### config.mk
export PLATFORM = sky130hd
export DESIGN_NAME = neander_ctrl
export DESIGN_NICKNAME = d
export VERILOG_FILES = /design/src/rtl/neander_pkg.sv /design/src/rtl/neander_opdec.sv /design/src/rtl/neander_ctrl.sv
export SDC_FILE = /design/constraint.sdc
export NUM_CORES = 1
export LEC_CHECK = 0
export ABC_CLOCK_PERIOD_IN_PS = 4370
export CORE_ASPECT_RATIO = 1.1
export CORE_UTILIZATION = 50
export DETAILED_ROUTE_END_ITERATION = 8
export PLACE_DENSITY = 0.92
export SLEW_MARGIN = 5
export SYNTH_ARGS = -nofsm -noshare
export SYNTH_HDL_FRONTEND = slang
export SYNTH_SLANG_ARGS = --single-unit
### constraint.sdc
create_clock -name ck -period 4.37 [get_ports ck]
set_input_delay 0.874 -clock ck [delete_from_list [all_inputs] [get_ports ck]]
set_output_delay 0.874 -clock ck [all_outputs]
set_load 0.05 [all_outputs]
### src/rtl/neander_pkg.sv
`default_nettype none
// ----------------------------------------------------------------------------
// neander_pkg: opcodes, ULA select codes, FSM states and opcode classes. Rev 1.0
// ----------------------------------------------------------------------------
package neander_pkg;

  localparam int OP_W  = 4;
  localparam int ULA_W = 3;

  localparam logic [OP_W-1:0] OP_NOP = 4'h0;
  localparam logic [OP_W-1:0] OP_STA = 4'h1;
  localparam logic [OP_W-1:0] OP_LDA = 4'h2;
  localparam logic [OP_W-1:0] OP_ADD = 4'h3;
  localparam logic [OP_W-1:0] OP_OR  = 4'h4;
  localparam logic [OP_W-1:0] OP_AND = 4'h5;
  localparam logic [OP_W-1:0] OP_NOT = 4'h6;
  localparam logic [OP_W-1:0] OP_JMP = 4'h8;
  localparam logic [OP_W-1:0] OP_JN  = 4'h9;
  localparam logic [OP_W-1:0] OP_JZ  = 4'hA;
  localparam logic [OP_W-1:0] OP_HLT = 4'hF;

  localparam logic [ULA_W-1:0] ULA_ADD   = 3'd0;
  localparam logic [ULA_W-1:0] ULA_AND   = 3'd1;
  localparam logic [ULA_W-1:0] ULA_OR    = 3'd2;
  localparam logic [ULA_W-1:0] ULA_NOT   = 3'd3;
  localparam logic [ULA_W-1:0] ULA_PASSY = 3'd4;

  typedef enum logic [3:0] {
    S_IDLE = 4'd0,
    S_T0   = 4'd1,
    S_T1   = 4'd2,
    S_T2   = 4'd3,
    S_T3   = 4'd4,
    S_T4   = 4'd5,
    S_T5   = 4'd6,
    S_T6   = 4'd7,
    S_T7   = 4'd8,
    S_HALT = 4'd9
  } state_t;

  typedef enum logic [1:0] {
    CLS_NONE = 2'd0,
    CLS_MEM  = 2'd1,
    CLS_JUMP = 2'd2,
    CLS_ALU  = 2'd3
  } op_class_t;

  // Undefined opcodes fall into CLS_NONE and therefore behave as NOP.
  function automatic op_class_t op_class(input logic [OP_W-1:0] op);
    case (op)
      OP_NOP:                              op_class = CLS_NONE;
      OP_STA, OP_LDA, OP_ADD, OP_OR, OP_AND: op_class = CLS_MEM;
      OP_JMP, OP_JN, OP_JZ:                op_class = CLS_JUMP;
      OP_NOT:                              op_class = CLS_ALU;
      default:                             op_class = CLS_NONE;
    endcase
  endfunction

endpackage
`default_nettype wire

### src/rtl/neander_opdec.sv
`default_nettype none
// ----------------------------------------------------------------------------
// neander_opdec: combinational opcode class decoder and T7 ULA select. Rev 1.0
// ----------------------------------------------------------------------------
module neander_opdec
  import neander_pkg::*;
(
  input  logic [OP_W-1:0]  opcode,
  input  logic             n_flag,
  input  logic             z_flag,
  output logic             is_mem,
  output logic             is_jump,
  output logic             is_alu,
  output logic             is_sta,
  output logic             is_hlt,
  output logic             skip,
  output logic [ULA_W-1:0] sel_t7
);

  op_class_t w_cls;

  assign w_cls   = op_class(opcode);
  assign is_mem  = (w_cls == CLS_MEM);
  assign is_jump = (w_cls == CLS_JUMP);
  assign is_alu  = (w_cls == CLS_ALU);
  assign is_sta  = (opcode == OP_STA);
  assign is_hlt  = (opcode == OP_HLT);
  // Conditional jump whose condition is false: only the operand byte is skipped.
  assign skip    = ((opcode == OP_JN) && !n_flag) || ((opcode == OP_JZ) && !z_flag);

  always_comb begin
    sel_t7 = ULA_PASSY;
    case (opcode)
      OP_LDA:  sel_t7 = ULA_PASSY;
      OP_ADD:  sel_t7 = ULA_ADD;
      OP_OR:   sel_t7 = ULA_OR;
      OP_AND:  sel_t7 = ULA_AND;
      default: sel_t7 = ULA_PASSY;
    endcase
  end

endmodule
`default_nettype wire

### src/rtl/neander_ctrl.sv
`default_nettype none
// ----------------------------------------------------------------------------
// neander_ctrl: Neander fetch/decode/execute control FSM. Rev 1.0
// Optional NEANDER_SINGLE_STEP_EN: a step pulse in IDLE runs one instruction.
// ----------------------------------------------------------------------------
module neander_ctrl
  import neander_pkg::*;
(
  input  logic             ck,
  input  logic             nReset,
  input  logic             run,
  input  logic             step,
  input  logic [OP_W-1:0]  opcode,
  input  logic             N,
  input  logic             Z,
  input  logic             memRdy,
  output logic             cargaREM,
  output logic             selREM,
  output logic             read,
  output logic             write,
  output logic             incPC,
  output logic             cargaPC,
  output logic             cargaRI,
  output logic             cargaAC,
  output logic             cargaNZ,
  output logic [ULA_W-1:0] selULA,
  output logic             halted
);

  state_t           r_state;
  state_t           w_next;
  logic             w_end;
  logic             w_one_shot;
  logic             w_step_go;
  logic             w_is_mem;
  logic             w_is_jump;
  logic             w_is_alu;
  logic             w_is_sta;
  logic             w_is_hlt;
  logic             w_skip;
  logic [ULA_W-1:0] w_sel_t7;

  neander_opdec u_opdec (
    .opcode  (opcode),
    .n_flag  (N),
    .z_flag  (Z),
    .is_mem  (w_is_mem),
    .is_jump (w_is_jump),
    .is_alu  (w_is_alu),
    .is_sta  (w_is_sta),
    .is_hlt  (w_is_hlt),
    .skip    (w_skip),
    .sel_t7  (w_sel_t7)
  );

`ifdef NEANDER_SINGLE_STEP_EN
  logic r_single;

  assign w_step_go  = (r_state == S_IDLE) && !run && step;
  assign w_one_shot = r_single;

  // Remembers that the instruction in flight was launched by step.
  always_ff @(posedge ck or negedge nReset) begin
    if (!nReset) begin
      r_single <= 1'b0;
    end else if (r_state == S_IDLE) begin
      r_single <= w_step_go;
    end
  end
`else
  logic unused_step;

  assign unused_step = step;
  assign w_step_go   = 1'b0;
  assign w_one_shot  = 1'b0;
`endif

  always_ff @(posedge ck or negedge nReset) begin
    if (!nReset) begin
      r_state <= S_IDLE;
    end else begin
      r_state <= w_next;
    end
  end

  always_comb begin
    w_next   = r_state;
    w_end    = 1'b0;
    cargaREM = 1'b0;
    selREM   = 1'b0;
    read     = 1'b0;
    write    = 1'b0;
    incPC    = 1'b0;
    cargaPC  = 1'b0;
    cargaRI  = 1'b0;
    cargaAC  = 1'b0;
    cargaNZ  = 1'b0;
    selULA   = '0;
    halted   = 1'b0;
    case (r_state)
      S_IDLE: begin
        if (run || w_step_go) w_next = S_T0;
      end
      S_T0: begin
        cargaREM = 1'b1;
        w_next   = S_T1;
      end
      S_T1: begin
        read = 1'b1;
        if (memRdy) begin
          incPC  = 1'b1;
          w_next = S_T2;
        end
      end
      S_T2: begin
        cargaRI = 1'b1;
        w_next  = S_T3;
      end
      S_T3: begin
        if (w_is_hlt) begin
          w_next = S_HALT;
        end else if (w_is_alu) begin
          cargaAC = 1'b1;
          cargaNZ = 1'b1;
          selULA  = ULA_NOT;
          w_end   = 1'b1;
        end else if (w_is_jump && w_skip) begin
          incPC = 1'b1;
          w_end = 1'b1;
        end else if (w_is_mem || w_is_jump) begin
          cargaREM = 1'b1;
          w_next   = S_T4;
        end else begin
          w_end = 1'b1;
        end
      end
      S_T4: begin
        read = 1'b1;
        if (memRdy) begin
          incPC  = w_is_mem;
          w_next = S_T5;
        end
      end
      S_T5: begin
        if (w_is_jump) begin
          cargaPC = 1'b1;
          w_end   = 1'b1;
        end else begin
          cargaREM = 1'b1;
          selREM   = 1'b1;
          w_next   = S_T6;
        end
      end
      S_T6: begin
        write = w_is_sta;
        read  = !w_is_sta;
        if (memRdy) begin
          if (w_is_sta) w_end = 1'b1;
          else          w_next = S_T7;
        end
      end
      S_T7: begin
        cargaAC = 1'b1;
        cargaNZ = 1'b1;
        selULA  = w_sel_t7;
        w_end   = 1'b1;
      end
      S_HALT: begin
        halted = 1'b1;
      end
      default: begin
        w_next = S_IDLE;
      end
    endcase
    if (w_end) w_next = (run && !w_one_shot) ? S_T0 : S_IDLE;
  end

endmodule
`default_nettype wire

# Word level (Yosys, flattened, before mapping)
# Memory sizes are Yosys's and may differ from the RTL's.
# Cells that the tools add are included.
# totals
ff_bits	4
romBits	32
input_bits	11
word_cells	89
n_memories	1
# mem_list
memory	words	word_bits	rd	rd_ports_with_merged_regs	wr	line	rtl
(no name shown)	16	2	1	0	0	neander_pkg.sv:50	case (op)
# classes
n_eq_ne	29
n_mux	46
n_reduce_logical	12
# op_table
operator	count
2-to-1 mux 4 bit	11
case mux 4 bit (9 select lines)	1
2-to-1 mux 1 bit	25
== test 4 x 3 -> 1 bit (second input constant)	6
== test 4 bit (second input constant)	5
!= test 3 bit (second input constant)	6
== test 4 x 2 -> 1 bit (second input constant)	3
AND reduction 10 bit	1
case mux 3 bit (3 select lines)	1
== test 4 x 1 -> 1 bit (second input constant)	2
!= test 4 x 3 -> 1 bit (second input constant)	2
case mux 1 bit (3 select lines)	2
case mux 3 bit (2 select lines)	1
== test 2 bit (second input constant)	2
zero test 4 bit	1
2-to-1 mux 2 bit	2
!= test 4 bit (second input constant)	1
case mux 1 bit (2 select lines)	2
case mux 1 bit (4 select lines)	1
OR reduction 2 bit	2
logical AND 1 bit	3
zero test 1 bit	3
== test 2 x 1 -> 1 bit (second input constant)	1
logical OR 1 bit	2
!= test 2 x 1 -> 1 bit (second input constant)	1

# Depth between registers and ports, before layout
# Gate-level depths: netlist (run 1).
# depth
depth_word	10
mapped_depth	12
depth_no_buf	11

# Cells and area by module
# From an unflattened synthesis (run 1), not the netlist that was laid out.
# unflattened
cells_unflattened	96
hier_area_um2	708.2
# modules_own_cells
module	instances	cells_per_inst	area_each_um2	seq_area_each_um2
neander_ctrl	1	78	568.0	100.1
neander_opdec	1	18	140.1	0.0

# Least setup slack after synthesis (run 1)
# Ideal clock, no wire load.
# synth_timing
path_type	input to output
from	input opcode[1]
to	output cargaNZ
arrival_ns	3.411
setup_slack_ns	0.085
cell_stages	7
path_cell_list	buf_6 and2_1 a211oi_1 ha_1 nand3_1 a21boi_0 buf_4
# synth_between
elab_chain_cells	5
word_cells_on_any_way	6
# synth_rtl
item	line	rtl
from (decl)	neander_ctrl.sv:13	input logic [OP_W-1:0] opcode,
memory read (16 x 2 bit)	-	
== test 2 bit	neander_opdec.sv:25	assign is_alu = (w_cls == CLS_ALU);
2-to-1 mux 1 bit	-	
2-to-1 mux 1 bit *	-	
case mux 1 bit (2 select lines) *	-	
to (decl)	neander_ctrl.sv:25	output logic cargaNZ,
# Every way passes the cells marked *; elsewhere a longest branch is shown, timed or not.

# Worst setup path in the final report (run 1)
# layout_timing
from	input opcode[2]
to	output cargaREM
# layout_between
elab_chain_cells	8
word_cells_on_any_way	18
# layout_rtl
item	line	rtl
memory read (16 x 2 bit) or == test 4 bit (tied branches)	-	
== test 2 x 1 -> 1 bit, or another cell as far along	neander_opdec.sv:23	assign is_mem = (w_cls == CLS_MEM);
logical OR 1 bit (on tied branches)	neander_ctrl.sv:130, neander_opdec.sv:29	
2-to-1 mux 1 bit or logical AND 1 bit (tied branches)	neander_ctrl.sv:130, neander_ctrl.sv:127	
2-to-1 mux 1 bit	neander_ctrl.sv:127	end else if (w_is_jump && w_skip) begin
2-to-1 mux 1 bit	neander_ctrl.sv:122	end else if (w_is_alu) begin
2-to-1 mux 1 bit	neander_ctrl.sv:120	if (w_is_hlt) begin
case mux 1 bit (3 select lines) *	neander_ctrl.sv:100	case (r_state)
to (decl)	neander_ctrl.sv:17	output logic cargaREM,
# Marks and branches as above.

==> metrics.cfg, run 1 <==
[status]
status=completed

[clock_tree]
tritoncts=done
numCtsBuffers=3
cts_hold_buf=0
cts.path.max_buffers=2
cts.clk_slew.worst_paths_ns=0.04
cts_num_sinks=4
clkLatencyLatePin_ns=0.24
root_buffer=clkbuf_4
post-cts-setup-buffers=0
htreeDepth=1
cts_resized=0

[setup_path]
cp-end-kind=primary output
crit_slowest_cell=clkdlybuf4s50_1
reg2reg_slack_ns=2.29
rr_startpoint=r_state[2]
cp_max_fo=6
cpPeakStageDelay_ns=0.53
crit_type=in -> out
cp_data_required_time_ns=3.50
cp-start-kind=input pin
crit_end=cargaREM
ff2ff_path_depth=5
arrival_ns=3.17
path_cells=clkdlybuf4s50_1 > and2_1 > a211oi_1 > inv_1 > ha_1 > o2111ai_1 > nand2_1 > o22ai_1 > buf_12
setup.worst_path.start=opcode[2]
reg2reg_to=r_state[3]

[power_and_ir_drop]
power.density_mw_per_mm2=545
power_leakage_nw=0.420
power.internal_uw=278
p_sw_uw=314
seq_power_share_pct=17.3
peakVddDrop_uv=384
clkPwrFrac_pct=7.9
power_frac_comb_pct=74.8
p_sw_share_pct=53.0

[final_layout]
largest_register_ffs=4
final_area_mm2=0.00109
areaGrowthSynthToFinish_pct=33.1
drive_gt1_share_pct=22.2
largestRegisters=r_state (4)
diodes=0
regMostFlops=r_state
nNetsFinal=142

[die]
ios=24
die_w_um=40.5
die_area_mm2=0.00180
initial_core_util_pct=56.9
num_rows=14
coreArea_mm2=0.00144
fp.dieH_um=44.4

[logic_synthesis]
synthesis.nets=120
ys.flop_type=dfrtp_1
syn-instance-count=106
synth_cell_types=46
synth_area_per_cell_um2=7.71
synth_edf_count=0
yosys_warnings=0
ys_async_sr_fraction_pct=100
netlist_area_um2=817
seq_area_frac_synth_pct=12.3
ys_seq_elements=4

[sta]
hold_viol=0
maxSlewViolCount=0
worst_pin_slew_ns=0.497
max_freq_mhz=247
rsz0062_at_grt=false
setup_tns_ns=0
relSlewSlack_pct=66.8
period_needed_ns=4.04
setup_viol=0
post-route-period-util_pct=92.5
skew_ns=0.00346
timing.hold.ws_ns=0.737

[detailed_routing]
postRouteAntennaNets=0
drt_iter0_markers=24
routed_wirelength_mm=1.91
vias=845
wl_per_cell_um=13.4
drc=0
drtPass1Iterations=4
via_per_inst=5.95

[grt]
first_global_vias=754
antenna_found_initial=0
grt_pass1_wl_mm=3.04
grt_use_total_pct=24.0
grt_max_degree=16
grt_overflow=0

[place]
postPlaceCellArea_mm2=0.00106
place.gp.congestion=0.884
port_buffers=22
dp_hpwl_mm=1.52

[hold_path]
hp-class=reg -> reg

[run]
maxCapViolCount=0

synth_stat cells (all sizes together) (2+ instances only):
| library cell | count | area share (%) |
|---|---|---|
| ha | 3 | 4.6 |
| and2 | 3 | 2.5 |
| a21boi | 2 | 1.8 |
| dfrtp | 4 | 12 |
| o21a | 4 | 3.7 |
| a21oi | 6 | 3.7 |
| nor2 | 14 | 6.4 |
| o311ai | 2 | 4.3 |
| buf | 8 | 8.6 |
| inv | 8 | 3.7 |
| nand3 | 4 | 3.1 |
| o22ai | 4 | 3.1 |
| nand2 | 10 | 4.6 |
| o31ai | 2 | 1.8 |
| nand2b | 4 | 3.1 |
| nor3b | 4 | 5.7 |
| nor3 | 5 | 4.4 |
stage by stage:
step / setup slack (ns) / cells / total power [mW] / utilization [%]
after CTS: 0.306 / 142 / 0.591 / 75.7
final: 0.326 / 142 / 0.592 / 75.7
after floorplan: 0.0852 / 106 / 0.432 / -
after detailed placement: 0.330 / 139 / 0.541 / 74.1
after global routing: 0.0841 / 142 / 0.632 / 75.7
after global placement: 0.448 / 139 / 0.532 / 74.1
worst min-delay path by stage:
stage	from	to	slack, ns	cells past startpoint
3_5_place_dp	r_state[1]	r_state[1]	0.72	2
6_report	r_state[1]	r_state[1]	0.74	2
2_1_floorplan	nReset	r_state[0]	0.58	0
4_1_cts	r_state[1]	r_state[1]	0.73	2
3_3_place_gp	r_state[1]	r_state[1]	0.71	2
5_1_grt	r_state[3]	r_state[3]	0.78	2
kinds of logic (layout without fill, tap and decap cells):
kind of cell	after synthesis	count (layout)	share of synthesized area, %
compound gates	30	30	32.0
fa+ha+maj	3	3	4.59
buf+inv	16	36	12.3
flops	4	4	12.3
simple gates	53	53	38.9
metal layers:
metal	vias to the layer above	wire length, um	track usage [%]
li1	419	-	-
met1	405	845	31.4
met2	21	996	40.3
met3	0	67	4.52
met4	0	0	4.00
met5	-	0	0
layout by cell type, fill, tap and decap left out, drive strengths merged:
master,n
dfrtp,4
a41oi,1
o22ai,4
or2,1
or4b,1
a2bb2oi,1
nor3b,4
o311ai,2
nor3,5
a31oi,1
nor2b,1
inv,8
nand4b,1
nor4b,1
a211o,1
and3b,1
nand2b,4
a21boi,2
nand4,1
clkbuf,3
nor2,14
nand3,4
nand2,10
and2,3
o21ai,1
clkdlybuf4s50,14
buf,11
or3,1
nand3b,1
o2111ai,1
a21oi,6
o21a,4
o21bai,1
ha,3
a211oi,1
o211ai,1
o31ai,2
o32ai,1
final cells by class:
cell class / count / area [um2]
clock buffer: 3 / 22.5
fill: 103 / 349
inverter: 8 / 30.0
multi-input combinational: 86 / 617
sequential: 4 / 100
tap: 16 / 20.0
timing repair buffer: 25 / 298
power groups by stage:
| stage | clock [mW] | combinational (mW) | sequential [mW] |
|---|---|---|---|
| after floorplan | 0 | 0.368 | 0.0641 |
| after global placement | 0 | 0.431 | 0.101 |
| after detailed placement | 0 | 0.439 | 0.102 |
| after CTS | 0.0476 | 0.442 | 0.101 |
| after global routing | 0.0511 | 0.473 | 0.108 |
| final | 0.0470 | 0.443 | 0.102 |
critical path: cells and delay by family:
| family | cells | cell delay, ns |
|---|---|---|
| AOI/OAI and AO/OA | 3 | 0.88 |
| buffers and inverters | 3 | 0.80 |
| and+or+nand+nor | 2 | 0.33 |
| adders and majority gates | 1 | 0.29 |
Note: power is estimated with default switching activity, not from simulation.
==> run 2: changes to the inputs <==
Settings changed: CORE_ASPECT_RATIO 1.1 to default, CORE_UTILIZATION 50 to 60, DONT_BUFFER_PORTS from default to 1, PLACE_DENSITY 0.92 to 0.84.
==> run 2 against run 1 <==
  * Utilization decreased by 3.8 points
  * Die area shrank 16%
  * Clock skew shrank 0.0013 ns
  * Largest cell class unchanged
==> metrics.cfg, run 2 (synthesis gave the netlist of run 1 again) <==
[clock_tree]
cts_resized=0  ; unchanged
cts_num_sinks=4  ; unchanged
htreeDepth=1  ; unchanged
numCtsBuffers=3  ; unchanged
tritoncts=done
cts.clk_slew.worst_paths_ns=0.04  ; about the same
clkLatencyLatePin_ns=0.23  ; about the same
cts_hold_buf=0  ; unchanged
cts.path.max_buffers=2  ; unchanged
post-cts-setup-buffers=0  ; unchanged
root_buffer=clkbuf_4

[sta]
max_freq_mhz=295  ; +19%
setup_viol=0  ; unchanged
hold_viol=0  ; unchanged
period_needed_ns=3.40  ; -0.649 ns
relSlewSlack_pct=39.5  ; -27 points
fin_ws_ns=0.975  ; +0.649 ns
worst_pin_slew_ns=0.902  ; +0.405 ns
maxSlewViolCount=0  ; unchanged
post-route-period-util_pct=77.7  ; -15 points
setup_tns_ns=0  ; unchanged
skew_ns=0.00220  ; -0.00126 ns
rsz0062_at_grt=false

[detailed_routing]
postRouteAntennaNets=0  ; unchanged
via_per_inst=6.38  ; +7.2%
vias=778  ; -7.9%
drc=0  ; unchanged
drtPass1Iterations=4  ; unchanged
drt_iter0_markers=22  ; -8.3%
routed_wirelength_mm=1.83  ; -4.4%
wl_per_cell_um=15.0  ; +11%

[final_layout]
nNetsFinal=124  ; -13%
ff_latch_area_um2=100  ; unchanged
final_util_pct=71.9  ; -3.8 points
final_common_cell=nor2_1
largestRegisters=r_state (4)
areaGrowthSynthToFinish_pct=4.44
multiInputGateArea_um2=631  ; +2.2%
diodes=0  ; unchanged
mostFrequentLayoutCells=nor2_1, nand2_1, inv_1, buf_4, a21oi_1
largest_register_ffs=4  ; unchanged
fillCellCount=101  ; -1.9%
regMostFlops=r_state
drive_gt1_share_pct=25.0  ; +2.8 points

[die]
num_rows=12  ; -2
die_w_um=38.9  ; -4.0%
initial_core_util_pct=68.9  ; +12 points
die_area_mm2=0.00151  ; -16%
coreArea_mm2=0.00119  ; -17%
fp.dieH_um=38.9  ; -12%
ios=24  ; unchanged

[setup_path]
cpPeakStageDelay_ns=0.40  ; -0.13 ns
cp_data_required_time_ns=3.50  ; about the same
ff2ff_path_depth=5  ; unchanged
rr_startpoint=r_state[2]
crit_slowest_cell=a211oi_1
path_cells=and2_1 > a211oi_1 > inv_1 > ha_1 > o2111ai_1 > nand2_1 > o22ai_1 > buf_4
cp_max_fo=6  ; unchanged
cp-start-kind=input pin
cp-end-kind=primary output
setup.worst_path.start=opcode[2]
reg2reg_slack_ns=2.29  ; about the same
arrival_ns=2.52  ; -0.65 ns
reg2reg_to=r_state[3]
crit_type=in -> out

[place]
port_buffers=0  ; -100%
dp_slack_ns=1.01  ; +0.676 ns
dp_hpwl_mm=1.46  ; -4.5%
place.gp.congestion=0.828  ; -6.4%

[hold_path]
hp-class=in -> async

[grt]
first_global_vias=675  ; -10%
antenna_found_initial=0  ; unchanged
grt_max_degree=16  ; unchanged
grt_overflow=0  ; unchanged
grt_use_total_pct=27.3  ; +3.3 points
grt_pass1_wl_mm=2.92  ; -3.9%

[power_and_ir_drop]
power.density_mw_per_mm2=613  ; +13%
power_leakage_nw=0.335  ; -20%
peakVddDrop_uv=446  ; +16%

[status]
status=completed

[run]
maxCapViolCount=0  ; unchanged

[run 2: metal layers]
layer	GRT usage [%]	wire length (um)	vias up
li1	-	-	389
met1	38.5	838	368
met2	45.0	902	21
met3	2.89	84	0
met4	4.31	0	0
met5	0	0	-
[run 2: layout make-up]
type,instances,share of cell area (%)
multi-input cells,86,73.9
flip-flops and latches,4,11.7
repair buffers,7,6.16
well taps,14,2.05
inverters,8,3.52
clock buffers,3,2.64
[run 2: how the worst max path moves through the flow]
stage	slack [ns]	to	cells past startpoint
global placement	1.06	cargaREM	8
CTS	1.0	cargaREM	8
global route	0.90	cargaREM	8
floorplan	0.09	cargaNZ	7
detailed placement	1.01	cargaREM	8
finish	0.97	cargaREM	8
[run 2: metrics by stage]
step / hold slack (ns) / area, um2 / total power, mW / std cells
3_3_place_gp: 0.578 / 831 / 0.462 / 119
3_5_place_dp: 0.578 / 831 / 0.474 / 119
2_1_floorplan: 0.578 / 817 / 0.432 / 106
6_report: 0.337 / 853 / 0.523 / 122
5_1_grt: 0.325 / 853 / 0.562 / 122
4_1_cts: 0.331 / 853 / 0.522 / 122
[run 2: worst max-delay path, delay by kind of cell]
family	cells	cell delay (ns)
compound gates	3	0.78
buf+inv	2	0.31
fa+ha+maj	1	0.30
simple gates	2	0.24
[run 2: power by group]
part	leakage, nW	internal (mW)	switching [mW]	total (mW)
sequential	0.0507	0.0531	0.0507	0.104
clock	0.0138	0.0307	0.0147	0.0454
combinational	0.270	0.138	0.236	0.374
total	0.335	0.221	0.302	0.523
